[config.mk]
export PLATFORM = sky130hd
export DESIGN_NAME = dma_buffer_drain
export DESIGN_NICKNAME = d
export VERILOG_FILES = /design/src/rtl/dma_buffer_drain.sv
export SDC_FILE = /design/constraint.sdc
export NUM_CORES = 1
export LEC_CHECK = 0
export ABC_AREA = 1
export CORE_MARGIN = 1
export CORE_UTILIZATION = 65
export CTS_CLUSTER_DIAMETER = 200
export DETAILED_ROUTE_END_ITERATION = 6
export DONT_BUFFER_PORTS = 1
export GPL_TIMING_DRIVEN = 0
export PLACE_DENSITY = 0.78
export REMOVE_ABC_BUFFERS = 1
export SLEW_MARGIN = 20
export SYNTH_ARGS = -nofsm -noshare
export SYNTH_HDL_FRONTEND = slang
export SYNTH_SLANG_ARGS = --single-unit
[constraint.sdc]
create_clock -name clock -period 6.3 [get_ports clock]
set_input_delay 0.945 -clock clock [delete_from_list [all_inputs] [get_ports clock]]
set_output_delay 0.945 -clock clock [all_outputs]
set_load 0.005 [all_outputs]
[src/rtl/dma_buffer_drain.sv]
// Bus-side DMA drain engine: reads a block of words from the DMA buffer and
// writes it to system memory as a series of arbitrated write bursts.
module dma_buffer_drain #(
    parameter int BUFFER_ENTRIES = 512,
    parameter int ADDR_W         = $clog2(BUFFER_ENTRIES),
    parameter int MAX_BURST      = 256
) (
    input  logic              clock,
    input  logic              nReset,
    input  logic              start,
    input  logic [31:0]       busStartAddress,
    input  logic [ADDR_W-1:0] bufferStartAddress,
    input  logic [ADDR_W:0]   blockSize,
    input  logic [7:0]        burstSize,
    output logic              busy,
    output logic              done,
    output logic              error,
    output logic [ADDR_W-1:0] bufAddress,
    input  logic [31:0]       bufReadData,
    output logic              requestBus,
    input  logic              busGrant,
    output logic              beginTransaction,
    output logic              endTransaction,
    output logic              readNotWrite,
    output logic [31:0]       addressData,
    output logic [7:0]        burstLength,
    output logic              dataValid,
    input  logic              busyIn,
    input  logic              errorIn
);

    localparam int BURST_W = $clog2(MAX_BURST + 1);
    localparam int LEN_W   = (ADDR_W + 1 > BURST_W) ? ADDR_W + 1 : BURST_W;

    typedef enum logic [2:0] {
        ST_IDLE,
        ST_REQUEST,
        ST_BEGIN,
        ST_DATA,
        ST_END,
        ST_DONE
    } state_t;

    state_t               state;
    state_t               stateNext;
    logic [31:0]          busAddr;
    logic [ADDR_W-1:0]    bufIdx;
    logic [ADDR_W-1:0]    bufIdxNext;
    logic [ADDR_W:0]      remaining;
    logic [7:0]           burstSizeReg;
    logic [BURST_W-1:0]   burstCount;
    logic [LEN_W-1:0]     wantLen;
    logic [LEN_W-1:0]     grantLen;
    logic                 accept;
    logic                 lastWord;

    // Burst length granted on arbitration: smallest of the programmed burst,
    // the words still owed and the bus limit.
    always_comb begin
        wantLen  = LEN_W'(burstSizeReg) + LEN_W'(1);
        grantLen = wantLen;
        if (LEN_W'(remaining) < grantLen) begin
            grantLen = LEN_W'(remaining);
        end
        if (LEN_W'(MAX_BURST) < grantLen) begin
            grantLen = LEN_W'(MAX_BURST);
        end
    end

    assign accept     = (state == ST_DATA) && !busyIn;
    assign lastWord   = (burstCount == BURST_W'(1));
    assign bufIdxNext = (bufIdx == ADDR_W'(BUFFER_ENTRIES - 1)) ? '0 : bufIdx + ADDR_W'(1);

    always_ff @(posedge clock or negedge nReset) begin
        if (!nReset) begin
            state <= ST_IDLE;
        end else begin
            state <= stateNext;
        end
    end

    always_comb begin
        stateNext        = state;
        busy             = (state != ST_IDLE);
        done             = 1'b0;
        requestBus       = 1'b0;
        beginTransaction = 1'b0;
        endTransaction   = 1'b0;
        readNotWrite     = 1'b0;
        addressData      = '0;
        burstLength      = '0;
        dataValid        = 1'b0;
        bufAddress       = bufIdx;
        case (state)
            ST_IDLE: begin
                if (start) begin
                    stateNext = (blockSize == '0) ? ST_DONE : ST_REQUEST;
                end
            end
            ST_REQUEST: begin
                requestBus = 1'b1;
                if (busGrant) begin
                    stateNext = ST_BEGIN;
                end
            end
            ST_BEGIN: begin
                requestBus       = 1'b1;
                beginTransaction = 1'b1;
                addressData      = busAddr;
                burstLength      = 8'(burstCount - BURST_W'(1));
                stateNext        = errorIn ? ST_DONE : ST_DATA;
            end
            // Prefetch the next word on an accept so the stream has no bubbles.
            ST_DATA: begin
                requestBus  = 1'b1;
                dataValid   = 1'b1;
                addressData = bufReadData;
                if (accept) begin
                    bufAddress = bufIdxNext;
                end
                if (errorIn) begin
                    stateNext = ST_DONE;
                end else if (accept && lastWord) begin
                    stateNext = ST_END;
                end
            end
            ST_END: begin
                endTransaction = 1'b1;
                stateNext      = (remaining != '0) ? ST_REQUEST : ST_DONE;
            end
            ST_DONE: begin
                done      = 1'b1;
                stateNext = ST_IDLE;
            end
            default: begin
                stateNext = ST_IDLE;
            end
        endcase
    end

    always_ff @(posedge clock or negedge nReset) begin
        if (!nReset) begin
            busAddr      <= '0;
            bufIdx       <= '0;
            remaining    <= '0;
            burstSizeReg <= '0;
            burstCount   <= '0;
            error        <= 1'b0;
        end else begin
            case (state)
                ST_IDLE: begin
                    if (start) begin
                        busAddr      <= busStartAddress & 32'hFFFF_FFFC;
                        bufIdx       <= bufferStartAddress;
                        remaining    <= blockSize;
                        burstSizeReg <= burstSize;
                        error        <= 1'b0;
                    end
                end
                ST_REQUEST: begin
                    if (busGrant) begin
                        burstCount <= BURST_W'(grantLen);
                    end
                end
                ST_BEGIN: begin
                    if (errorIn) begin
                        error <= 1'b1;
                    end
                end
                ST_DATA: begin
                    if (accept) begin
                        bufIdx     <= bufIdxNext;
                        busAddr    <= busAddr + 32'd4;
                        remaining  <= remaining - (ADDR_W + 1)'(1);
                        burstCount <= burstCount - BURST_W'(1);
                    end
                    if (errorIn) begin
                        error <= 1'b1;
                    end
                end
                default: begin
                end
            endcase
        end
    end

endmodule

==> results.sh <==
export IMPL_hpwl_um=9995
export IMPL_relSlewSlack=0.3035
export IMPL_ir_drop_mv=0.2157
export IMPL_dr_first_iter_drc_count=389
export IMPL_drtPass1Iterations=5
export IMPL_grt_pass1_wl_um=22590
export IMPL_synth_seq_cells=70
export IMPL_antenna_found_initial=0
export IMPL_end_kind="primary output"
export IMPL_design_area_mm2=0.005628
export IMPL_fin_util=0.7135
export IMPL_io_pin_count=154
export IMPL_via_per_inst=5.901
export IMPL_placed_area_mm2=0.005473
export IMPL_hold_viol=0
export IMPL_worstPathArrival_ns=2.57
export IMPL_hold_class="input pin to async pin"
export IMPL_finClkSkew_ns=0.01128
export IMPL_setup_viol=0
export IMPL_tightest_slew_ns=1.044
export IMPL_crit_chain="nor2_2 > nand2_4 > nor2_4 > nand4_1 > or2_1 > o21ai_0 > nand3_1 > o21ai_0"
export IMPL_cap_violations=0
export IMPL_status="finished, final reports clean"
export IMPL_tns_ns=0
export IMPL_path_clk_slew_ns=0.08
export IMPL_path_delay_family="simple AND/OR/NAND/NOR gates"
export IMPL_placed_cells=892
export IMPL_crit_slowest_cell="dfrtp_1"
export IMPL_clock_sinks=70
export IMPL_crit_path_start_kind="flop"
export IMPL_max_clock_freq_mhz=284.5
export IMPL_cp_num_buf_inv=0
export IMPL_cts_hold_buf=0
export IMPL_drc=0
export IMPL_grt_start_max_net_pins=71
export IMPL_whs_ns=0.2688
export IMPL_max_stage_delay_ns=0.45
export IMPL_num_rows=32
export IMPL_grt_use_total=0.3291
export IMPL_die_area_mm2=0.008704
export IMPL_num_vias=5346
export IMPL_cts_root_buf="clkbuf_8"
export IMPL_period_share=0.5579
export IMPL_asyncSetResetFlopFracSynth=1.000
export IMPL_yosysSeqAreaShare=0.3233
export IMPL_yosys_area_top_type="dfrtp_1"
export IMPL_stdcell_count=906
export IMPL_synth_distinct_cells=45
export IMPL_finalWeightedCongestion=0.8971
export IMPL_cts_setup_buffers=0
export IMPL_area_growth_pct=3.880
export IMPL_slew_viol_final=0
export IMPL_die_w_um=93.30
export IMPL_synth_top_area_share=0.3233
export IMPL_numCtsBuffers=9
export IMPL_htreeDepth=3
export IMPL_grt_pass1_vias=4883
export IMPL_r2r_slack_ns=3.33
export IMPL_p_per_area_mw_per_mm2=541.8
export IMPL_syn_inst=821
export IMPL_clk_latency_ns=0.36
export IMPL_synth_ff_type="dfrtp_1"
export IMPL_portBuffers=0
export IMPL_path_max_fanout=60
export IMPL_n_fill_cell=672
export IMPL_avgSynthCellArea_um2=6.599
export IMPL_coreArea_mm2=0.007888
export IMPL_crit_top_cell="o21ai_0"
export IMPL_grt_overflow_total=0
export IMPL_start_util=0.6869
export IMPL_antennaDiodeCount=0
export IMPL_ant_nets=0
export IMPL_layout_nets=913
export IMPL_fin_crit_ns=3.515
export IMPL_cts_resized=0
export IMPL_synth_area_mm2=0.005418
export IMPL_die_h_um=93.30
export IMPL_leakagePower_nw=2.597
export IMPL_drive_above_1_share=0.05970
export IMPL_clock_path_buffers=2
export IMPL_worst_ep_required_time_ns=5.35
export IMPL_routed_wl_um=13540
export IMPL_synth_edf_count=0
export IMPL_ys_top_cells_by_area="dfrtp_1 32%, nand2_1 13%, o21ai_0 8.6%"
export IMPL_cts_tree="done"
export IMPL_yosysWarnings=0
export IMPL_crit_type="flop to primary output"
export IMPL_rsz0062_at_grt="no"
export IMPL_wire_per_inst_um=14.95
cell usage after synthesis (2+ instances only):
library cell	number
buf_4	2
ha_1	15
nand2_1	187
buf_1	6
xor2_1	20
buf_2	10
a21oi_2	7
nor2_1	106
clkbuf_1	15
o22ai_1	17
o21ai_1	8
a31oi_1	14
inv_1	98
nor4_1	8
a22oi_1	2
nor2_2	5
a21oi_1	28
o211ai_1	9
nand2_2	4
nor3_1	14
a21oi_4	2
nand4_1	12
xnor2_1	3
nand3_1	41
dfrtp_1	70
o21ai_0	93
inv_2	4
nand3b_1	2
or2_2	3
final cells by class:
class	count	area [um^2]	area share
clock buffer	12	145.1	0.02579
inverter	102	385.4	0.06847
clock inverter	2	10.01	0.001779
tap	102	127.6	0.02268
multi-input combinational	615	3133	0.5567
timing repair buffer	3	75.07	0.01334
sequential	70	1752	0.3112
state kept, by name, indices dropped and copies added, names as in the netlist:
name	count
bufIdx	9
burstCount	9
burstSizeReg	8
busAddr	30
error	1
remaining	10
state	3
logic make-up (layout without fill, tap and decap cells):
| group | count (synthesis) | after routing | synth area share |
|---|---|---|---|
| compound gates | 186 | 186 | 0.1970 |
| xor+xnor | 23 | 23 | 0.03718 |
| fa+ha+maj | 15 | 15 | 0.03464 |
| buf+inv | 136 | 119 | 0.09930 |
| flops | 70 | 70 | 0.3233 |
| other cells | 1 | 1 | 0.0006922 |
| simple gates | 390 | 390 | 0.3079 |
metrics by stage:
stage                     total power [mW]  setup WS [ns]
after global placement               2.574          1.741
after CTS                            3.037          2.796
after global routing                 3.371          2.502
after floorplan                      2.245          2.993
final                                3.049          2.785
after detailed placement             2.714          3.184
worst paths after layout:
path,from,endpoint,depth (start not counted)
setup / recovery,state[2],bufAddress[6],8
hold / removal,nReset,burstSizeReg[0],0
setup reg to reg,burstSizeReg[0],burstCount[2],17
hold reg to reg,burstCount[1],burstCount[1],2
max in group asynchronous,nReset,busAddr[29],0
min in group clock,burstCount[1],burstCount[1],2
power breakdown:
group | internal (mW) | leakage, nW | switching [mW]
logic | 0.626 | 1.68 | 1.18
clock network | 0.149 | 0.0821 | 0.173
registers | 0.684 | 0.832 | 0.240
total | 1.46 | 2.60 | 1.59
cell usage in the layout (no fill, tap or decap), types with 12 or more instances in the layout:
cell type,instances
nand4_1,12
a21oi_1,28
nand2_1,187
a31oi_1,14
nor3_1,14
ha_1,15
xor2_1,20
dfrtp_1,70
nor2_1,106
nand3_1,41
o21ai_0,93
inv_1,98
o22ai_1,17
metal layers:
layer	vias up	wire length (um)	GRT usage
li1	2661	-	-
met5	-	0	0
met4	0	456	0.1641
met3	37	862	0.04715
met1	2414	5705	0.4029
met2	234	6519	0.5650
Power figures use the tool's default switching activity.
